## config.mk

```make
export PLATFORM = sky130hd
export DESIGN_NAME = alu_ve_seq
export DESIGN_NICKNAME = d
export VERILOG_FILES = /design/src/rtl/alu_ve_seq.sv
export SDC_FILE = /design/constraint.sdc
export NUM_CORES = 1
export LEC_CHECK = 0
export CAP_MARGIN = 25
export CORE_AREA = 2 2 245 247
export DETAILED_ROUTE_END_ITERATION = 8
export DIE_AREA = 0 0 247 249
export PLACE_DENSITY_LB_ADDON = 0.1
export SYNTH_ARGS = -nofsm -noshare
export SYNTH_HDL_FRONTEND = slang
export SYNTH_SLANG_ARGS = --single-unit
```

## constraint.sdc

```tcl
create_clock -name clk -period 17.9 [get_ports clk]
set_clock_uncertainty 0.05 [all_clocks]
set_input_delay 3.58 -clock clk [delete_from_list [all_inputs] [get_ports clk]]
set_output_delay 3.58 -clock clk [all_outputs]
set_load 0.02 [all_outputs]
```

## src/rtl/alu_ve_seq.sv

```systemverilog
// Two-port round-robin sequencer for the 24-lane vector-scalar ALU: three 8-lane beats per op.
// Optional macro ALU_VE_DIV_EN enables the lane divider (funct 110); otherwise 110 is unsupported.
module alu_ve_seq #(
    parameter int LANES_PER_BEAT = 8
) (
    input  logic         clk,
    input  logic         rst,
    input  logic         req0_valid,
    output logic         req0_ready,
    input  logic [191:0] req0_op1,
    input  logic [20:0]  req0_op2,
    input  logic [2:0]   req0_funct,
    input  logic         req1_valid,
    output logic         req1_ready,
    input  logic [191:0] req1_op1,
    input  logic [20:0]  req1_op2,
    input  logic [2:0]   req1_funct,
    output logic         res_valid,
    input  logic         res_ready,
    output logic [191:0] res_data,
    output logic         res_id,
    output logic         res_err,
    output logic         busy
);
    localparam int BW = LANES_PER_BEAT * 8;
    localparam logic [2:0] F_MUL = 3'b100;
    localparam logic [2:0] F_DIV = 3'b110;

    typedef enum logic [2:0] {IDLE, BEAT0, BEAT1, BEAT2, DONE} state_t;

    state_t         state, state_nxt;
    logic           ptr;
    logic           win;
    logic           accept;
    logic [191:0]   op1_q;
    logic [20:0]    op2_q;
    logic [2:0]     funct_q;
    logic           id_q;
    logic [BW-1:0]  beat_in;
    logic [BW-1:0]  beat_res;
    logic [LANES_PER_BEAT-1:0] lane_err;
    logic           beat_err;

    // Returns {error, lane result}.
    function automatic logic [8:0] lane_calc(input logic [7:0] a, input logic [20:0] b,
                                             input logic [2:0] f);
        logic [8:0] r;
        r = {1'b1, 8'h00};
        if (f == F_MUL) begin
            r = {1'b0, 8'(a * b)};
        end
`ifdef ALU_VE_DIV_EN
        else if (f == F_DIV) begin
            r = (b == '0) ? {1'b1, 8'hFF} : {1'b0, 8'({13'd0, a} / b)};
        end
`endif
        return r;
    endfunction

    // Sole requester wins outright; a tie goes to the pointer.
    always_comb begin
        win = ptr;
        if (req0_valid && !req1_valid) win = 1'b0;
        else if (req1_valid && !req0_valid) win = 1'b1;
    end

    assign accept     = (state == IDLE) && !rst && (req0_valid || req1_valid);
    assign req0_ready = accept && !win;
    assign req1_ready = accept && win;

    always_comb begin
        beat_in = '0;
        case (state)
            BEAT0:   beat_in = op1_q[BW-1:0];
            BEAT1:   beat_in = op1_q[2*BW-1:BW];
            BEAT2:   beat_in = op1_q[3*BW-1:2*BW];
            default: beat_in = '0;
        endcase
    end

    for (genvar g = 0; g < LANES_PER_BEAT; g++) begin : g_lane
        logic [8:0] lane_out;
        assign lane_out            = lane_calc(beat_in[8*g +: 8], op2_q, funct_q);
        assign beat_res[8*g +: 8]  = lane_out[7:0];
        assign lane_err[g]         = lane_out[8];
    end
    assign beat_err = |lane_err;

    always_ff @(posedge clk or posedge rst) begin
        if (rst) state <= IDLE;
        else     state <= state_nxt;
    end

    always_comb begin
        state_nxt = state;
        case (state)
            IDLE:    if (accept) state_nxt = BEAT0;
            BEAT0:   state_nxt = BEAT1;
            BEAT1:   state_nxt = BEAT2;
            BEAT2:   state_nxt = DONE;
            DONE:    if (res_ready) state_nxt = IDLE;
            default: state_nxt = IDLE;
        endcase
    end

    always_ff @(posedge clk or posedge rst) begin
        if (rst) begin
            ptr      <= 1'b0;
            op1_q    <= '0;
            op2_q    <= '0;
            funct_q  <= '0;
            id_q     <= 1'b0;
            res_data <= '0;
            res_err  <= 1'b0;
        end else begin
            if (accept) begin
                op1_q   <= win ? req1_op1 : req0_op1;
                op2_q   <= win ? req1_op2 : req0_op2;
                funct_q <= win ? req1_funct : req0_funct;
                id_q    <= win;
                ptr     <= ~win;
                res_err <= 1'b0;
            end
            case (state)
                BEAT0:   res_data[BW-1:0]      <= beat_res;
                BEAT1:   res_data[2*BW-1:BW]   <= beat_res;
                BEAT2:   res_data[3*BW-1:2*BW] <= beat_res;
                default: ;
            endcase
            if (state == BEAT0 || state == BEAT1 || state == BEAT2)
                res_err <= res_err | beat_err;
        end
    end

    assign res_valid = (state == DONE);
    assign res_id    = id_q;
    assign busy      = (state != IDLE);

endmodule

```

# Word level (Yosys, flattened, before mapping)
# Index checks and enable logic that the tools add are counted.
[op_classes]
n_addsub = 0
n_mul = 8
div = 0
order_cmp = 0
eq_ne = 7
shifts = 0
n_mux = 19
n_bitwise = 2
n_reduce_logical = 18
[op_table]
columns = ["operator", "count"]
rows = [
  ["2-to-1 mux 192 bit", 1],
  ["case mux 64 bit (3 select lines)", 1],
  ["multiplier 8 x 21 -> 8 bit", 8],
  ["2-to-1 mux 9 bit", 8],
  ["2-to-1 mux 21 bit", 1],
  ["case mux 3 bit (5 select lines)", 1],
  ["2-to-1 mux 3 bit", 3],
  ["OR reduction 8 bit", 1],
  ["equality test 3 x 2 -> 1 bit (second input constant)", 2],
  ["equality test 3 bit (second input constant)", 2],
  ["logical AND 1 bit", 6],
  ["zero test 1 bit", 4],
  ["2-to-1 mux 1 bit", 4],
  ["equality test 3 x 1 -> 1 bit (second input constant)", 1],
  ["zero test 3 bit", 1],
  ["logical OR 1 bit", 3],
  ["nonzero test 3 bit", 1],
  ["!= test 2 x 1 -> 1 bit (second input constant)", 1],
  ["!= test 2 bit (second input constant)", 1],
  ["AND reduction 2 bit", 1],
  ["nonzero test 2 bit", 1],
  ["inverter 1 bit", 1],
  ["bitwise OR 1 bit", 1],
]
[word_totals]
ff_bits = 414
latch_bits = 0
ram_bits = 0
romBits = 0
out_inout_bits = 198
word_cells = 64
mem_count = 0

# Longest topological paths before layout
# Gate-level depths: netlist (run 1).
[depth]
depth_word = 7
ltp_mapped = 24
mapped_depth_nobuf = 19

# Worst setup path after synthesis (run 1)
# OpenSTA, ideal clock, no wires.
[synth_path]
path_kind = "input -> output"
from = "input port rst"
to = "output port req0_ready"
arrival_time_ns = 14.556
t_required_ns = 14.270
slack_ns = -0.286
cell_stages = 5
n_path_buf = 2
path_cell_list = "inv_1 o2111ai_1 buf_2 clkbuf_1 nor2_1"
[synth_via]
elab_chain_cells = 4
[synth_lines]
columns = ["element", "line", "rtl"]
rows = [
  ["start: declaration", "7", "input logic rst,"],
  ["zero test 1 bit (no line)", "-", ""],
  ["logical AND 1 bit (2 in a row)", "67", "assign accept = (state == IDLE) && !rst && (req0_valid || req1_valid);"],
  ["logical AND 1 bit", "68", "assign req0_ready = accept && !win;"],
  ["end: declaration", "9", "output logic req0_ready,"],
]
# Every way passes these cells.

# Worst setup path after layout (run 1)
# Ends and elaborated chain as after synthesis.

==> flow_summary_export.csv, run 1 <==
group,metric,value,unit
sta,min_period,9870,ps
global_routing,first_pass_grt_wire_length,129,mm
synthesis,synth_top_family_by_area,"adder cells",
cts,clock_sinks,401,
detailed_routing,detailroute.wirelength.met3,5.32,mm
detailed_routing,top_layer_used,"met5",
synthesis,leading_cell_type_by_number_of_instances_after_synthesis,"sky130_fd_sc_hd__nand2_1",
synthesis,postSynthCellCount,2694,
sta,finalSetupTns,0,ps
cells_and_area,post_route_cells_drive_above_1_share,5.72,%
global_routing,maximum_number_of_pins_on_one_net_before_global_route_repair,133,
floorplan,io_pins,635,
critical_path,critical_path_arrival,6240,ps
synthesis,post-synth-top-area-fraction,39.5,%
synthesis,number_of_distinct_library_cell_variants_in_the_gate_level_netlist_after_synthesis,48,
critical_path,critical_path_class,"in -> out",
synthesis,post_synth_xor_area_fraction,4.69,%
detailed_routing,first_iter_violations,1433,
cts,cts_hold_buffers,0,
outcome,result_of_the_run,"completed",
pwr,vdd_drop_max,0.0825,mV
cts,cts_htree_levels,2,
cts,cts_resized,0,
synthesis,synth_enable_flop_cells,0,
synthesis,yosys-mux-area-fraction,10.8,%
cts,clkTransAtPathRegs,60,ps
sta,maxSlewViolCount,0,
cts,root_buffer,"sky130_fd_sc_hd__clkbuf_16",
detailed_routing,post-route-drc-count,0,
cts,clk_latency,590,ps
synthesis,synth_top_cells_by_count,"525 x sky130_fd_sc_hd__nand2_1, 401 x sky130_fd_sc_hd__dfrtp_1, 390 x sky130_fd_sc_hd__o21ai_0",
critical_path,timing.critical_path.fanout_max,83,
floorplan,die_y_extent,249,um
synthesis,netlist.top_cell.by_area,"sky130_fd_sc_hd__dfrtp_1",
sta,slew-limit-headroom,35.2,%
floorplan,dieArea,61500,um2
detailed_routing,dr_total_vias,21000,
placement,dp_hpwl,65.6,mm
synthesis,synth_warnings,0,
synthesis,async_set_reset_flop_share_out_of_synthesis,100,%
synthesis,syn_area_per_cell,9.42,um2
global_routing,first_global_vias,20900,
sta,setup_violations,0,
min_path,min_path_type,"reg -> reg",
detailed_routing,drtAntennaViolNets,0,
flow_run,drv.max_cap_violation_count,0,
floorplan,fp-row-count,89,
cells_and_area,syn_to_final_growth,32.3,%
detailed_routing,met2WireLength,38.9,mm
sta,min_period_over_period,55.1,%
sta,max_freq,0.101,GHz
detailed_routing,wl,84.5,mm
pwr,power.density_cell_area,163,nW/um2
detailed_routing,detail_route.wl_per_cell,21.0,um
floorplan,start_util,43.2,%
synthesis,synth.cell_area,25400,um2
sta,worst-slew-pin-transition,969,ps
cts,cts-buffers-inserted,44,
detailed_routing,detail_route.wirelength.met1,38.3,mm
cells_and_area,final_net_count,3862,
synthesis,synth-main-ff-cell,"sky130_fd_sc_hd__dfrtp_1",
cts,clock_tree.buffer_depth,3,
global_routing,grt_use_total,27.6,%
synthesis,synth_seq_cells,401,
placement,globalplace.congestion,0.883,
critical_path,worst-endpoint-required,14270,ps
critical_path,cp-end-kind,"primary output",
synthesis,postSynthNetCount,3355,
global_routing,globalRoute.totalOverflow,0,
pwr,leakagePower,15.5,nW
synthesis,synth_area_leaders,"sky130_fd_sc_hd__dfrtp_1 40%, sky130_fd_sc_hd__mux2i_1 8.1%, sky130_fd_sc_hd__nand2_1 7.8%",
synthesis,sequential_fraction_of_the_synthesis_area,39.5,%
global_routing,antenna_found_initial,23,
critical_path,worstSetupStartpointType,"input port",
placement,port_buffers,608,
cts,tritoncts,"done",
synthesis,post_synth_and_or_nand_nor_area_fraction,13.2,%
synthesis,synth_adder_area_share,13.9,%
cts,cts_post_setup_buffers_inserted,0,
synthesis,synth_compound_area_share,11.8,%
detailed_routing,first_pass_iters,6,
floorplan,chipWidth,247,um
detailed_routing,avgViaCountPerCell,5.22,
sta,rsz0062_at_grt,"false",
cells_and_area,final_cell_area,33600,um2
sta,report.final.hold_viol_count,0,
floorplan,core_area,58700,um2
placement,dpl-instance-area,32000,um2
## worst paths after layout
check / start / cells after the start / slack, ps / to
setup / recovery: rst / 6 / 8030 / req0_ready
hold / removal: op1_q[25]$_DFFE_PP0P_ / 2 / 420 / op1_q[25]$_DFFE_PP0P_
setup reg to reg: state[1]$_DFFE_PP0P_ / 20 / 10790 / res_data[127]$_DFFE_PP0N_
hold reg to reg: op1_q[25]$_DFFE_PP0P_ / 2 / 420 / op1_q[25]$_DFFE_PP0P_
max in group asynchronous: rst / 4 / 12390 / op1_q[9]$_DFFE_PP0P_
min in group asynchronous: rst / 2 / 3350 / res_data[121]$_DFFE_PP0N_
## cell type report
cell class | instances | area [um2]
inverters | 198 | 747
diodes | 9 | 22.5
repair buffers | 642 | 6400
clock buffers | 64 | 1280
clock inverters | 16 | 226
flip-flops and latches | 401 | 10000
fillers | 5190 | 25100
well taps | 773 | 967
multi-input cells | 1914 | 13900
## logic make-up after synthesis
logic type	count (synthesis)
simple gates	780
flops	401
xor+xnor	114
buf+inv	379
compound gates	528
fa+ha+maj	225
mux	267
## registers in the layout (all words and copies together), names as in the netlist
name	flops
op2_q	8
op1_q	192
state	3
funct_q	3
res_id	1
res_data	192
ptr	1
res_err	1
## cells in the final DEF (no fill, tap or decap), types with 5 or more instances in the layout
| master | n |
|---|---|
| sky130_fd_sc_hd__fa_1 | 96 |
| sky130_fd_sc_hd__nand2_1 | 524 |
| sky130_fd_sc_hd__diode_2 | 9 |
| sky130_fd_sc_hd__nor2_1 | 90 |
| sky130_fd_sc_hd__clkbuf_8 | 8 |
| sky130_fd_sc_hd__xnor3_1 | 14 |
| sky130_fd_sc_hd__inv_1 | 197 |
| sky130_fd_sc_hd__and2_1 | 87 |
| sky130_fd_sc_hd__nor3_1 | 22 |
| sky130_fd_sc_hd__clkdlybuf4s50_1 | 608 |
| sky130_fd_sc_hd__a22oi_1 | 63 |
| sky130_fd_sc_hd__xor2_1 | 14 |
| sky130_fd_sc_hd__bufinv_16 | 5 |
| sky130_fd_sc_hd__buf_4 | 30 |
| sky130_fd_sc_hd__mux2i_1 | 205 |
| sky130_fd_sc_hd__mux2_2 | 58 |
| sky130_fd_sc_hd__clkinv_2 | 5 |
| sky130_fd_sc_hd__nand3_1 | 8 |
| sky130_fd_sc_hd__clkbuf_1 | 11 |
| sky130_fd_sc_hd__dfrtp_1 | 398 |
| sky130_fd_sc_hd__a32oi_1 | 20 |
| sky130_fd_sc_hd__o21ai_0 | 390 |
| sky130_fd_sc_hd__and3b_1 | 5 |
| sky130_fd_sc_hd__a21o_1 | 18 |
| sky130_fd_sc_hd__xnor2_1 | 86 |
| sky130_fd_sc_hd__and3_1 | 22 |
| sky130_fd_sc_hd__a21oi_1 | 19 |
| sky130_fd_sc_hd__nor2b_1 | 5 |
| sky130_fd_sc_hd__ha_1 | 128 |
| sky130_fd_sc_hd__clkbuf_16 | 45 |
## per-layer routing
| layer | GRT usage (%) | vias up |
|---|---|---|
| met3 | 4.89 | 125 |
| met1 | 39.6 | 10100 |
| met5 | 0 | - |
| met4 | 7.62 | 14 |
| met2 | 42.9 | 739 |
| li1 | - | 9964 |
## critical path, cell delays in order
cell and delay (ps):
sky130_fd_sc_hd__clkdlybuf4s50_1 540, sky130_fd_sc_hd__clkinvlp_4 410, sky130_fd_sc_hd__o2111ai_4 250, sky130_fd_sc_hd__buf_4 600, sky130_fd_sc_hd__nor2_1 240, sky130_fd_sc_hd__clkdlybuf4s50_1 610
## stage by stage
stage	cells	hold WS, ps	setup slack [ps]	total power [mW]	utilization, %
after global placement	3924	406	7970	4.44	54.5
final	4017	424	8030	5.49	57.2
after global routing	4016	437	7830	5.90	57.2
after CTS	4006	430	7960	5.50	57.1
after detailed placement	3926	415	7980	4.51	54.5
after floorplan	2694	392	2670	3.38	-
## report_power, final
group          internal (mW)  switching [mW]
combinational           1.20            1.82
sequential              1.26           0.259
clock                  0.569           0.384
No activity file was read; power rests on OpenSTA's default activity.
==> inputs of run 2 (changes only) <==
CORE_AREA = 2 2 247 249   (was 2 2 245 247)
DIE_AREA = 0 0 249 251   (was 0 0 247 249)
clock period = 9.9 ns   (was 17.9 ns; I/O delays follow)
==> flow_summary_export.csv, run 2 (synthesis gave the netlist of run 1 again) <==
group,metric,value,unit
placement,globalplace.congestion,0.871,
detailed_routing,dr_total_vias,20800,
cts,cts_resized,0,
pwr,leakagePower,15.5,nW
critical_path,timing.critical_path.fanout_max,38,
pwr,power.density_cell_area,295,nW/um2
flow_run,drv.max_cap_violation_count,0,
sta,min_period,6860,ps
cts,cts_htree_levels,2,
cells_and_area,final_common_cell,"sky130_fd_sc_hd__clkdlybuf4s50_1",
pwr,vdd_drop_max,0.173,mV
detailed_routing,wl,84.3,mm
floorplan,die_y_extent,251,um
cts,clock_sinks,401,
detailed_routing,drtAntennaViolNets,0,
floorplan,core_area,59800,um2
floorplan,dieArea,62500,um2
cells_and_area,final_util,56.3,%
cells_and_area,biggestRegsByFlops,"op1_q (192), res_data (192), op2_q (8)",
global_routing,globalRoute.totalOverflow,0,
placement,port_buffers,608,
placement,dp_hpwl,65.1,mm
cells_and_area,final_net_count,3859,
cts,cts_hold_buffers,0,
sta,max_freq,0.146,GHz
pwr,cell_internal_pwr,5.49,mW
sta,maxSlewViolCount,0,
global_routing,first_global_vias,20900,
cts,root_buffer,"sky130_fd_sc_hd__clkbuf_16",
pwr,seqPwrFrac,27.7,%
critical_path,cp-end-kind,"flip-flop",
floorplan,io_pins,635,
detailed_routing,avgViaCountPerCell,5.19,
critical_path,critical_path_class,"reg -> reg",
sta,worst_hold_slack,424,ps
floorplan,chipWidth,249,um
cells_and_area,post_route_cells_drive_above_1_share,5.85,%
sta,finalWorstSetupSlack,3040,ps
detailed_routing,first_iter_violations,1457,
critical_path,critical_path_arrival,7230,ps
pwr,pwr-share-comb,54.6,%
global_routing,maximum_number_of_pins_on_one_net_before_global_route_repair,283,
sta,slew-limit-headroom,30.6,%
global_routing,first_pass_grt_wire_length,128,mm
cells_and_area,layout_common_cells,"608 x sky130_fd_sc_hd__clkdlybuf4s50_1, 524 x sky130_fd_sc_hd__nand2_1, 398 x sky130_fd_sc_hd__dfrtp_1",
cts,tritoncts,"done",
cells_and_area,stdcell_count,4020,
pwr,power_switching_share,44.7,%
critical_path,worstRegToRegCells,19,
placement,post_place_worst_slack,2660,ps
cts,cts-buffers-inserted,46,
sta,worst-slew-pin-transition,1040,ps
sta,finalSetupTns,0,ps
detailed_routing,post-route-drc-count,0,
placement,placed_cells_incl_taps,3929,
sta,rsz0062_at_grt,"false",
min_path,min_path_type,"reg -> reg",
cts,clk_latency,570,ps
critical_path,worst-endpoint-required,10270,ps
detailed_routing,first_pass_iters,5,
pwr,power_switching,4.43,mW
global_routing,antenna_found_initial,15,
cts,cts_post_setup_buffers_inserted,0,
cells_and_area,syn_to_final_growth,32.5,%
min_path,worst_hold_path.num_cells,2,
floorplan,fp-row-count,90,
pwr,clockPowerShare,17.7,%
sta,min_period_over_period,69.3,%
floorplan,start_util,42.4,%
global_routing,grt_use_total,26.9,%
sta,report.final.hold_viol_count,0,
critical_path,worstSetupStartpointType,"flip-flop",
cts,clock_tree.buffer_depth,3,
outcome,result_of_the_run,"completed",
detailed_routing,detail_route.wl_per_cell,21.0,um
cts,clkTransAtPathRegs,60,ps
sta,setup_violations,0,
run 2: cell types whose count changed in the layout (fill, tap and decap cells not counted), sizes merged:
cell	previous run	this run
buf	34	29
diode	9	6
bufinv	5	4
clkinv	8	9
clkinvlp	2	3
inv	199	200
run 2: critical path: stages (launching register included):
cell	delay (ps)
sky130_fd_sc_hd__dfrtp_4	610
sky130_fd_sc_hd__buf_4	550
sky130_fd_sc_hd__and2b_2	830
sky130_fd_sc_hd__a22oi_1	370
sky130_fd_sc_hd__nor2_1	300
sky130_fd_sc_hd__nand2_1	120
sky130_fd_sc_hd__fa_1	440
sky130_fd_sc_hd__inv_1	80
sky130_fd_sc_hd__fa_1	410
sky130_fd_sc_hd__ha_1	290
sky130_fd_sc_hd__inv_1	50
sky130_fd_sc_hd__fa_1	480
sky130_fd_sc_hd__inv_1	40
sky130_fd_sc_hd__ha_1	310
sky130_fd_sc_hd__a21o_1	190
sky130_fd_sc_hd__a21oi_1	250
sky130_fd_sc_hd__xnor2_1	150
sky130_fd_sc_hd__xnor3_1	420
sky130_fd_sc_hd__xnor2_1	570
sky130_fd_sc_hd__o21ai_0	180
run 2: metrics by stage:
stage               area, um2  total power, mW
floorplan               25400             6.12
global route            33600             10.7
finish                  33600             9.93
CTS                     33600             9.96
detailed placement      32000             8.14
global placement        32000             8.05
run 2: cell type report:
cell class	instances	area (um2)
clock inverter	18	214
inverter	198	747
sequential	401	10000
timing repair buffer	637	6380
multi-input combinational	1914	13900
antenna	6	15.0
tap	782	978
fill	5348	26200
clock buffer	64	1360
run 2: power groups by stage:
stage | clock, mW | sequential [mW] | combinational [mW]
after floorplan | 0 | 2.85 | 3.26
after global placement | 0 | 2.74 | 5.31
after detailed placement | 0 | 2.78 | 5.37
after CTS | 1.79 | 2.75 | 5.41
after global routing | 1.86 | 2.83 | 5.98
final | 1.76 | 2.75 | 5.42
run 2: worst paths after layout:
path | startpoint | to | slack [ps]
min | op1_q[129]$_DFFE_PP0P_ | op1_q[129]$_DFFE_PP0P_ | 420
max | state[0]$_DFFE_PP0P_ | res_data[31]$_DFFE_PP0N_ | 3040
max reg2reg | state[0]$_DFFE_PP0P_ | res_data[31]$_DFFE_PP0N_ | 3040
max in group asynchronous | rst | res_data[11]$_DFFE_PP0N_ | 6510
min in group asynchronous | rst | op1_q[186]$_DFFE_PP0P_ | 1790
min reg2reg | op1_q[129]$_DFFE_PP0P_ | op1_q[129]$_DFFE_PP0P_ | 420
run 2: layer usage:
| layer | global-route usage [%] | up-vias | share of wire, % |
|---|---|---|---|
| met2 | 42.5 | 715 | 46 |
| li1 | - | 9956 | - |
| met5 | 0 | - | 0.033 |
| met4 | 7.01 | 4 | 1.9 |
| met1 | 38.7 | 10100 | 46 |
| met3 | 4.25 | 97 | 6.0 |
==> inputs of run 3 (changes only) <==
CORE_AREA = 2 2 245 247   (was 2 2 247 249)
DIE_AREA = 0 0 247 249   (was 0 0 249 251)
clock period = 5.6 ns   (was 9.9 ns; I/O delays follow)
==> flow_summary_export.csv, run 3 (synthesis gave the netlist of run 1 again) <==
group,metric,value,unit
floorplan,io_pins,635,
detailed_routing,first_pass_iters,5,
cells_and_area,biggestRegsByFlops,"op1_q (192), res_data (192), op2_q (8)",
floorplan,chipWidth,247,um
cells_and_area,final_common_cell,"sky130_fd_sc_hd__clkdlybuf4s50_1",
global_routing,first_global_vias,21100,
pwr,power.density_cell_area,526,nW/um2
critical_path,critical_path_arrival,5880,ps
cells_and_area,syn_to_final_growth,34.3,%
cells_and_area,post_route_cells_drive_above_1_share,7.43,%
global_routing,maximum_number_of_pins_on_one_net_before_global_route_repair,269,
cts,clock_sinks,401,
detailed_routing,post-route-drc-count,0,
critical_path,timing.critical_path.fanout_max,31,
placement,dpl-instance-area,32300,um2
sta,slew-limit-headroom,33.0,%
global_routing,antenna_found_initial,18,
critical_path,reg2reg_slack,170,ps
floorplan,die_y_extent,249,um
sta,report.final.hold_viol_count,0,
sta,rsz0062_at_grt,"true",
sta,setup_violations,0,
cts,cts_post_setup_buffers_inserted,0,
detailed_routing,avgViaCountPerCell,5.16,
detailed_routing,drtAntennaViolNets,0,
critical_path,worstSetupStartpointType,"flip-flop",
cells_and_area,final_util,58.1,%
critical_path,critical_path_class,"reg -> reg",
cts,clock_tree.buffer_depth,3,
sta,max_freq,0.184,GHz
critical_path,cp-end-kind,"flip-flop",
detailed_routing,wl,84.8,mm
flow_run,drv.max_cap_violation_count,0,
detailed_routing,top_layer_used,"met5",
placement,port_buffers,608,
global_routing,first_pass_grt_wire_length,129,mm
global_routing,grt_use_total,27.6,%
pwr,leakagePower,15.7,nW
placement,globalplace.congestion,0.877,
floorplan,dieArea,61500,um2
detailed_routing,met2WireLength,38.7,mm
cts,cts_htree_levels,2,
global_routing,globalRoute.totalOverflow,0,
placement,dp_hpwl,66.4,mm
sta,worst-slew-pin-transition,1000,ps
pwr,vdd_drop_max,0.293,mV
cts,clkTransAtPathRegs,60,ps
cts,root_buffer,"sky130_fd_sc_hd__clkbuf_16",
cells_and_area,layout_common_cells,"608 x sky130_fd_sc_hd__clkdlybuf4s50_1, 524 x sky130_fd_sc_hd__nand2_1, 398 x sky130_fd_sc_hd__dfrtp_1",
outcome,result_of_the_run,"completed",
detailed_routing,detail_route.wirelength.met1,38.8,mm
critical_path,worst-endpoint-required,6040,ps
cells_and_area,final_net_count,3898,
cts,clk_latency,590,ps
floorplan,fp-row-count,89,
sta,maxSlewViolCount,0,
cells_and_area,final_cell_area,34100,um2
min_path,min_path_type,"reg -> reg",
cts,tritoncts,"done",
cts,cts-buffers-inserted,46,
detailed_routing,first_iter_violations,1515,
detailed_routing,detail_route.wl_per_cell,20.9,um
floorplan,core_area,58700,um2
sta,min_period,5430,ps
detailed_routing,detailroute.wirelength.met3,5.30,mm
sta,min_period_over_period,97.0,%
detailed_routing,dr_total_vias,20900,
floorplan,start_util,43.2,%
-- run 3: changes by cell type in the layout (fill, tap and decap cells not counted), sizes merged --
cell,delta
buf,+39
clkinv,+1
clkinvlp,-1
diode,+2
-- run 3: routing by layer --
metal  global-route usage, %  vias to the layer above
met1                    39.4                    10100
met2                    43.5                      661
met5                       0                        -
li1                        -                    10000
met3                    5.09                      117
met4                    5.97                        6
-- run 3: area by class of cell --
type,count,area (um2)
fill,5213,24600
sequential,401,10000
inverter,198,747
tap,773,967
clock inverter,18,214
clock buffer,64,1340
timing repair buffer,676,6760
multi-input combinational,1914,14000
antenna,8,20.0
-- run 3: where the power goes --
group	internal, mW	switching [mW]	total (mW)
clock	1.86	1.24	3.10
sequential	4.02	0.748	4.76
combinational	4.12	5.94	10.1
total	9.99	7.93	17.9
-- run 3: path summary, 6_finish.rpt --
path                                       start                        end  cells past startpoint
min                        op1_q[94]$_DFFE_PP0P_      op1_q[94]$_DFFE_PP0P_                      2
max                         state[1]$_DFFE_PP0P_  res_data[151]$_DFFE_PP0N_                     18
min reg2reg                op1_q[94]$_DFFE_PP0P_      op1_q[94]$_DFFE_PP0P_                      2
max reg2reg                 state[1]$_DFFE_PP0P_  res_data[151]$_DFFE_PP0N_                     18
min in group asynchronous                    rst  res_data[124]$_DFFE_PP0N_                      3
max in group asynchronous                    rst     funct_q[2]$_DFFE_PP0P_                      6
-- run 3: critical path, cell delays in order (launching register included) --
cell                      delay, ps
sky130_fd_sc_hd__dfrtp_4        460
sky130_fd_sc_hd__buf_12         210
sky130_fd_sc_hd__mux2_2         420
sky130_fd_sc_hd__a22oi_1        280
sky130_fd_sc_hd__nor2_1         110
sky130_fd_sc_hd__and2_1         200
sky130_fd_sc_hd__fa_1           390
sky130_fd_sc_hd__inv_1           80
sky130_fd_sc_hd__fa_1           440
sky130_fd_sc_hd__fa_1           530
sky130_fd_sc_hd__fa_1           500
sky130_fd_sc_hd__inv_1           50
sky130_fd_sc_hd__ha_1           320
sky130_fd_sc_hd__a21oi_2        220
sky130_fd_sc_hd__xnor2_1        160
sky130_fd_sc_hd__xnor3_1        260
sky130_fd_sc_hd__xnor3_1        330
sky130_fd_sc_hd__nand2_2        120
sky130_fd_sc_hd__o21ai_2        170
-- run 3: metrics by stage --
stage / power, mW / std cells / hold WS (ps) / setup WS (ps) / TNS, ps
finish: 17.9 / 4052 / 418 / 166 / 0
global route: 19.2 / 4048 / 442 / -6.95 / -6.95
CTS: 17.8 / 4041 / 428 / 34.0 / 0
detailed placement: 14.7 / 3959 / 415 / 7.53 / 0
global placement: 14.5 / 3959 / 407 / 71.1 / 0
floorplan: 10.8 / 2694 / 392 / -4080 / -1089950
-- run 3: timing repair --
action	in CTS	in global routing
endpoints found under the hold margin	0	0
setup endpoints to repair	2	24
hold buffers	0	0
gates resized for setup	2	16
cloned	0	0
pin swaps	0	2
